==> config.mk <==
export PLATFORM = sky130hd
export DESIGN_NAME = prog_ctr_ras
export DESIGN_NICKNAME = d
export VERILOG_FILES = /design/src/rtl/prog_ctr_ras.sv
export SDC_FILE = /design/constraint.sdc
export NUM_CORES = 1
export LEC_CHECK = 0
export CAP_MARGIN = 0
export CORE_UTILIZATION = 52
export CTS_CLUSTER_SIZE = 16
export DETAILED_ROUTE_END_ITERATION = 12
export PLACE_DENSITY = 0.77
export SLEW_MARGIN = 10
export SYNTH_ARGS = -nofsm -noshare
export SYNTH_HDL_FRONTEND = slang
export SYNTH_SLANG_ARGS = --single-unit
==> constraint.sdc <==
create_clock -name Clk -period 3.1 [get_ports Clk]
set_input_delay 0.62 -clock Clk [delete_from_list [all_inputs] [get_ports Clk]]
set_output_delay 0.62 -clock Clk [all_outputs]
set_load 0.02 [all_outputs]
==> src/rtl/prog_ctr_ras.sv <==
// Instruction-fetch program counter with Start-selected program table,
// run/halt control and a hardware return-address stack for Call/Ret.
module prog_ctr_ras #(
    parameter int A           = 10,
    parameter int NPROG       = 3,
    parameter int PROG_STRIDE = 100,
    parameter int RAS_DEPTH   = 4,
    parameter int REL_W       = 8
) (
    input  logic             Clk,
    input  logic             Reset,
    input  logic             Start,
    input  logic             Halt,
    input  logic             BranchAbsEn,
    input  logic             BranchRelEn,
    input  logic             Cond,
    input  logic             Call,
    input  logic             Ret,
    input  logic [A-1:0]     AbsTarget,
    input  logic [REL_W-1:0] RelOffset,
    output logic [A-1:0]     ProgCtr,
    output logic [2:0]       ProgIdx,
    output logic             Running,
    output logic             Done,
    output logic             StackErr
);

    localparam int PW = $clog2(RAS_DEPTH + 1);
    localparam int IW = $clog2(RAS_DEPTH);
    localparam int CW = 4;

    typedef enum logic [1:0] {
        S_IDLE   = 2'd0,
        S_ARMED  = 2'd1,
        S_RUN    = 2'd2,
        S_HALTED = 2'd3
    } state_t;

    state_t          state_q, state_d;
    logic [A-1:0]    pc_q, pc_d;
    logic [2:0]      idx_q, idx_d;
    logic [CW-1:0]   cnt_q, cnt_d;
    logic            start_r_q;
    logic [PW-1:0]   ptr_q, ptr_d;
    logic            err_q, err_d;
    logic            running_q, running_d;
    logic            done_q, done_d;

    logic [A-1:0]    ras_q [RAS_DEPTH];
    logic            ras_we;
    logic [IW-1:0]   ras_widx;
    logic [A-1:0]    ras_wdata;

    logic            rise, fall;
    logic            ras_empty, ras_full;
    logic [A-1:0]    pc_inc, pc_load, rel_ext, ras_top;
    logic [CW-1:0]   cnt_inc;

    assign rise      = Start & ~start_r_q;
    assign fall      = ~Start & start_r_q;
    assign ras_empty = (ptr_q == '0);
    assign ras_full  = (ptr_q == PW'(RAS_DEPTH));
    assign pc_inc    = pc_q + A'(1);
    assign rel_ext   = A'(32'(signed'(RelOffset)));
    assign pc_load   = A'((32'(cnt_q) - 32'd1) * 32'(PROG_STRIDE));
    assign ras_top   = ras_q[IW'(ptr_q - PW'(1))];
    // Program selector cycles 1..NPROG; the loaded program is cnt-1.
    assign cnt_inc   = (cnt_q == CW'(NPROG)) ? CW'(1) : cnt_q + CW'(1);

    always_comb begin
        state_d   = state_q;
        pc_d      = pc_q;
        idx_d     = idx_q;
        cnt_d     = cnt_q;
        ptr_d     = ptr_q;
        err_d     = err_q;
        ras_we    = 1'b0;
        ras_widx  = IW'(ptr_q);
        ras_wdata = pc_inc;
        case (state_q)
            S_IDLE, S_HALTED: begin
                if (rise) begin
                    cnt_d   = cnt_inc;
                    state_d = S_ARMED;
                end
            end
            S_ARMED: begin
                if (fall) begin
                    idx_d   = 3'(cnt_q - CW'(1));
                    pc_d    = pc_load;
                    ptr_d   = '0;
                    err_d   = 1'b0;
                    state_d = S_RUN;
                end
            end
            S_RUN: begin
                // A new Start request aborts the running program before any decode rule.
                if (rise) begin
                    cnt_d   = cnt_inc;
                    state_d = S_ARMED;
                end else if (Halt) begin
                    state_d = S_HALTED;
                end else if (Ret) begin
                    if (ras_empty) begin
                        err_d = 1'b1;
                        pc_d  = pc_inc;
                    end else begin
                        pc_d  = ras_top;
                        ptr_d = ptr_q - PW'(1);
                    end
                end else if (Call) begin
                    pc_d = AbsTarget;
                    if (ras_full) begin
                        err_d = 1'b1;
                    end else begin
                        ras_we = 1'b1;
                        ptr_d  = ptr_q + PW'(1);
                    end
                end else if (BranchAbsEn && Cond) begin
                    pc_d = AbsTarget;
                end else if (BranchRelEn && Cond) begin
                    pc_d = pc_q + rel_ext;
                end else begin
                    pc_d = pc_inc;
                end
            end
            default: state_d = S_IDLE;
        endcase
        running_d = (state_d == S_RUN);
        done_d    = (state_d == S_HALTED);
    end

    always_ff @(posedge Clk) begin
        if (Reset) begin
            state_q   <= S_IDLE;
            pc_q      <= '0;
            idx_q     <= '0;
            cnt_q     <= '0;
            start_r_q <= 1'b0;
            ptr_q     <= '0;
            err_q     <= 1'b0;
            running_q <= 1'b0;
            done_q    <= 1'b0;
        end else begin
            state_q   <= state_d;
            pc_q      <= pc_d;
            idx_q     <= idx_d;
            cnt_q     <= cnt_d;
            start_r_q <= Start;
            ptr_q     <= ptr_d;
            err_q     <= err_d;
            running_q <= running_d;
            done_q    <= done_d;
        end
    end

    // Stack entries are storage only; validity is tracked by ptr_q alone.
    always_ff @(posedge Clk) begin
        if (ras_we && !Reset) begin
            ras_q[ras_widx] <= ras_wdata;
        end
    end

    assign ProgCtr  = pc_q;
    assign ProgIdx  = idx_q;
    assign Running  = running_q;
    assign Done     = done_q;
    assign StackErr = err_q;

endmodule

==> metrics.md <==
| Metric | Value |
|---|---|
| Outcome | finished, final reports clean |
| Setup TNS | 0 ps |
| Core area | ~0.0078 mm² |
| Global-route wire length before repair | about 16 mm |
| Syn_nets | 459 |
| EDFF count, synth | 40 |
| Tmin final | ~3000 ps |
| Initial antenna violation count | 0 |
| Number of I/O port buffers | 42 |
| FF-to-FF Start | cnt_q[0]$_SDFFE_PP0P_ |
| Drt via density | about 6.0 |
| ANT nets after route | 0 |
| Total power | around 2.5 mW |
| Post-Syn Instances | approximately 400 |
| Post-CTS Hold Buffers | 0 |
| Final global-route overflow total | 0 |
| R2r setup slk | 140 ps |
| Share of layout cells above drive strength 1 | 0.138 |
| WL/cell | 18.3 µm |
| CP arrival | ~3200 ps |
| RSZ-0062 raised after global routing | no |
| FMAX | 337 MHz |
| Leakage | roughly 1.9 nW |
| Crit share post-route | 0.956 |
| Total wire length | approximately 10 mm |
| Filler cell count | around 610 |
| Distinct cells, synth | between 70 and 80 |
| Worst Tran Pin Value | roughly 540 ps |
| Number of cells on the worst reg-to-reg path | 11 |
| Multi-input gate area | around 0.0023 mm² |
| Final hold vios | 0 |
| Die width | 91.9 µm |
| Skew-Pair Late Insertion Delay | ~350 ps |
| Setup Crit Path Kind | reg -> reg |
| First-pass DRT Iterations | 5 |
| Tot GR Track Use | 0.251 |
| Most frequent cells in the layout | 42 x clkdlybuf4s50_1, 40 x edfxtp_1, 31 x nor2_1, 29 x ha_1, 26 x nand2_1 |
| H-tree Lvls | 3 |
| Total of max-cap violations | 0 |
| Max FO, Critical Path | 3 |
| Critical path capture point type | flop |
| Worst R2R End | ProgCtr[9]$_SDFFE_PP0P_ |
| Number of global-route vias before repair | 3141 |
| Startpoint types | flop |
| HP Class | reg -> reg |
| Ranking of synthesized cells by area | edfxtp_1 29%, dfxtp_1 12%, ha_1 9.2% |
| Die area | ~0.0084 mm² |
| Hold-critical path depth | 2 |
| Reg clk slew, reported paths | approximately 80 ps |
| Hold Crit Start | ProgIdx[0]$_SDFFE_PP0P_ |
| Final instance area | 0.00507 mm² |
| Reg area | 0.00172 mm² |
| Cell Area, Synth | between 0.004 and 0.005 mm² |
| Num CTS Buffers | 9 |
| DP Area | about 0.0048 mm² |
| Initial Util | 0.541 |
| Final setup violation count | 0 |
| Die H | between 90 and 100 µm |
| # diodes | 0 |
| Synth Warn # | 0 |
| Sequential area share after synthesis | 0.410 |
| Commonest non-fill, non-tap cell in the layout | clkdlybuf4s50_1 |
| Core Rows | 32 |
| Synth area leader | edfxtp_1 |
| Hold WS | around 500 ps |
| Global placement routability congestion | around 0.90 |
| Clock net sink count | 66 |
| CTS tree | yes |
| Post-DP HPWL | ~7.5 mm |
| Slew HR | 0.636 |
| Count of state elements after synthesis | 66 |
| Async SR Flop Fraction | 0 |
| Synth top area share | 0.286 |
| Syn Area/Cell | ~11 µm² |
| Nets | approximately 510 |
| Clock Tree Buf Depth | 2 |
| Largest net degree at the start of global routing | 24 |
| Clock skew | around 9.9 ps |
| Synth-to-layout area growth | 20.6% |
| Worst Hold Path EP | ProgIdx[0]$_SDFFE_PP0P_ |
| Number of top-level pins | 43 |
| Root Buffer | clkbuf_8 |
| Routed vias | between 3k and 4k |
| Pwr dens | ~490 mW/mm² |
| Slew Viols, Final | 0 |
| Peak supply drop | a little over 0.4 mV |
| Initial DRC Count | 201 |
| Drt drc | 0 |
| Ys flop type | edfxtp_1 |
| Worst path required time | between 3000 and 4000 ps |
## cells in the mapped netlist (8+ instances only)
cell type,number
mux2i_1,9
mux4_2,10
inv_1,23
nand2b_1,9
nor2_1,31
xor2_1,10
and2_1,9
a211oi_1,16
edfxtp_1,40
nor3_1,8
o21ai_0,8
nand3_1,11
ha_1,31
buf_2,9
a21oi_1,17
dfxtp_1,26
nand2_1,26
## power breakdown
part	switching, mW	leakage, nW	internal [mW]
sequential	0.0220	0.586	0.944
combinational	0.359	1.18	0.347
clock	0.365	0.106	0.459
## critical path: stages, from the launching register on
cell	delay, ps
dfxtp_2	350
inv_1	60
ha_1	230
xor2_2	170
ha_1	310
ha_1	320
fa_1	610
ha_4	220
a21oi_2	130
xnor3_1	230
o221ai_2	160
a21oi_1	60
## repair_timing
action / 4_1_cts / 5_1_grt
setup endpoints to repair: 1 / 1
cloned: 0 / 0
pin swaps: 0 / 1
buffers inserted: 1 / 0
gates resized for setup: 1 / 3
## sequential cells by signal, indices dropped and copies added (netlist names)
register   cells
ras_q         40
ProgCtr       10
cnt_q          4
ProgIdx        3
ptr_q          3
state_q        2
Done           1
Running        1
StackErr       1
start_r_q      1
## worst max-delay path by stage
stage,from,endpoint,slack (ps),cells past startpoint
after floorplan,cnt_q[0]$_SDFFE_PP0P_,ProgCtr[9]$_SDFFE_PP0P_,10,12
after global placement,cnt_q[0]$_SDFFE_PP0P_,ProgCtr[9]$_SDFFE_PP0P_,80,11
after detailed placement,cnt_q[0]$_SDFFE_PP0P_,ProgCtr[9]$_SDFFE_PP0P_,-40,11
after CTS,cnt_q[1]$_SDFFE_PP0P_,ProgCtr[9]$_SDFFE_PP0P_,7,11
after global routing,cnt_q[0]$_SDFFE_PP0P_,ProgCtr[9]$_SDFFE_PP0P_,30,11
final,cnt_q[0]$_SDFFE_PP0P_,ProgCtr[9]$_SDFFE_PP0P_,140,11
## area by class of cell
class	count	area share
sequential	66	0.340
timing repair buffer	59	0.108
multi-input combinational	291	0.463
clock buffer	9	0.0244
clock inverter	7	0.0200
tap	102	0.0252
inverter	26	0.0192
## cell families after synthesis
group                      synth area share
muxes                                0.0777
xor gates and xnor gates             0.0387
adders and majority gates             0.107
and+or+nand+nor                       0.162
AOI/OAI and AO/OA                     0.164
DFF                                   0.410
buffers and inverters                0.0420
## metrics by stage
| step | worst slack (ps) | cells | util |
|---|---|---|---|
| CTS | 7.22 | 560 | 0.649 |
| detailed placement | -40.8 | 543 | 0.619 |
| global placement | 75.4 | 543 | 0.619 |
| floorplan | 13.8 | 398 | - |
| finish | 136 | 560 | 0.653 |
| global route | 31.2 | 560 | 0.653 |
## routing by layer
layer  vias to the layer above  share of wire  GRT usage
met5                         -              0          0
met4                         0          0.017     0.0885
met3                        19          0.048     0.0448
met2                        93           0.48      0.402
met1                      1615           0.45      0.341
li1                       1607              -          -
Power figures use the tool's default switching activity.
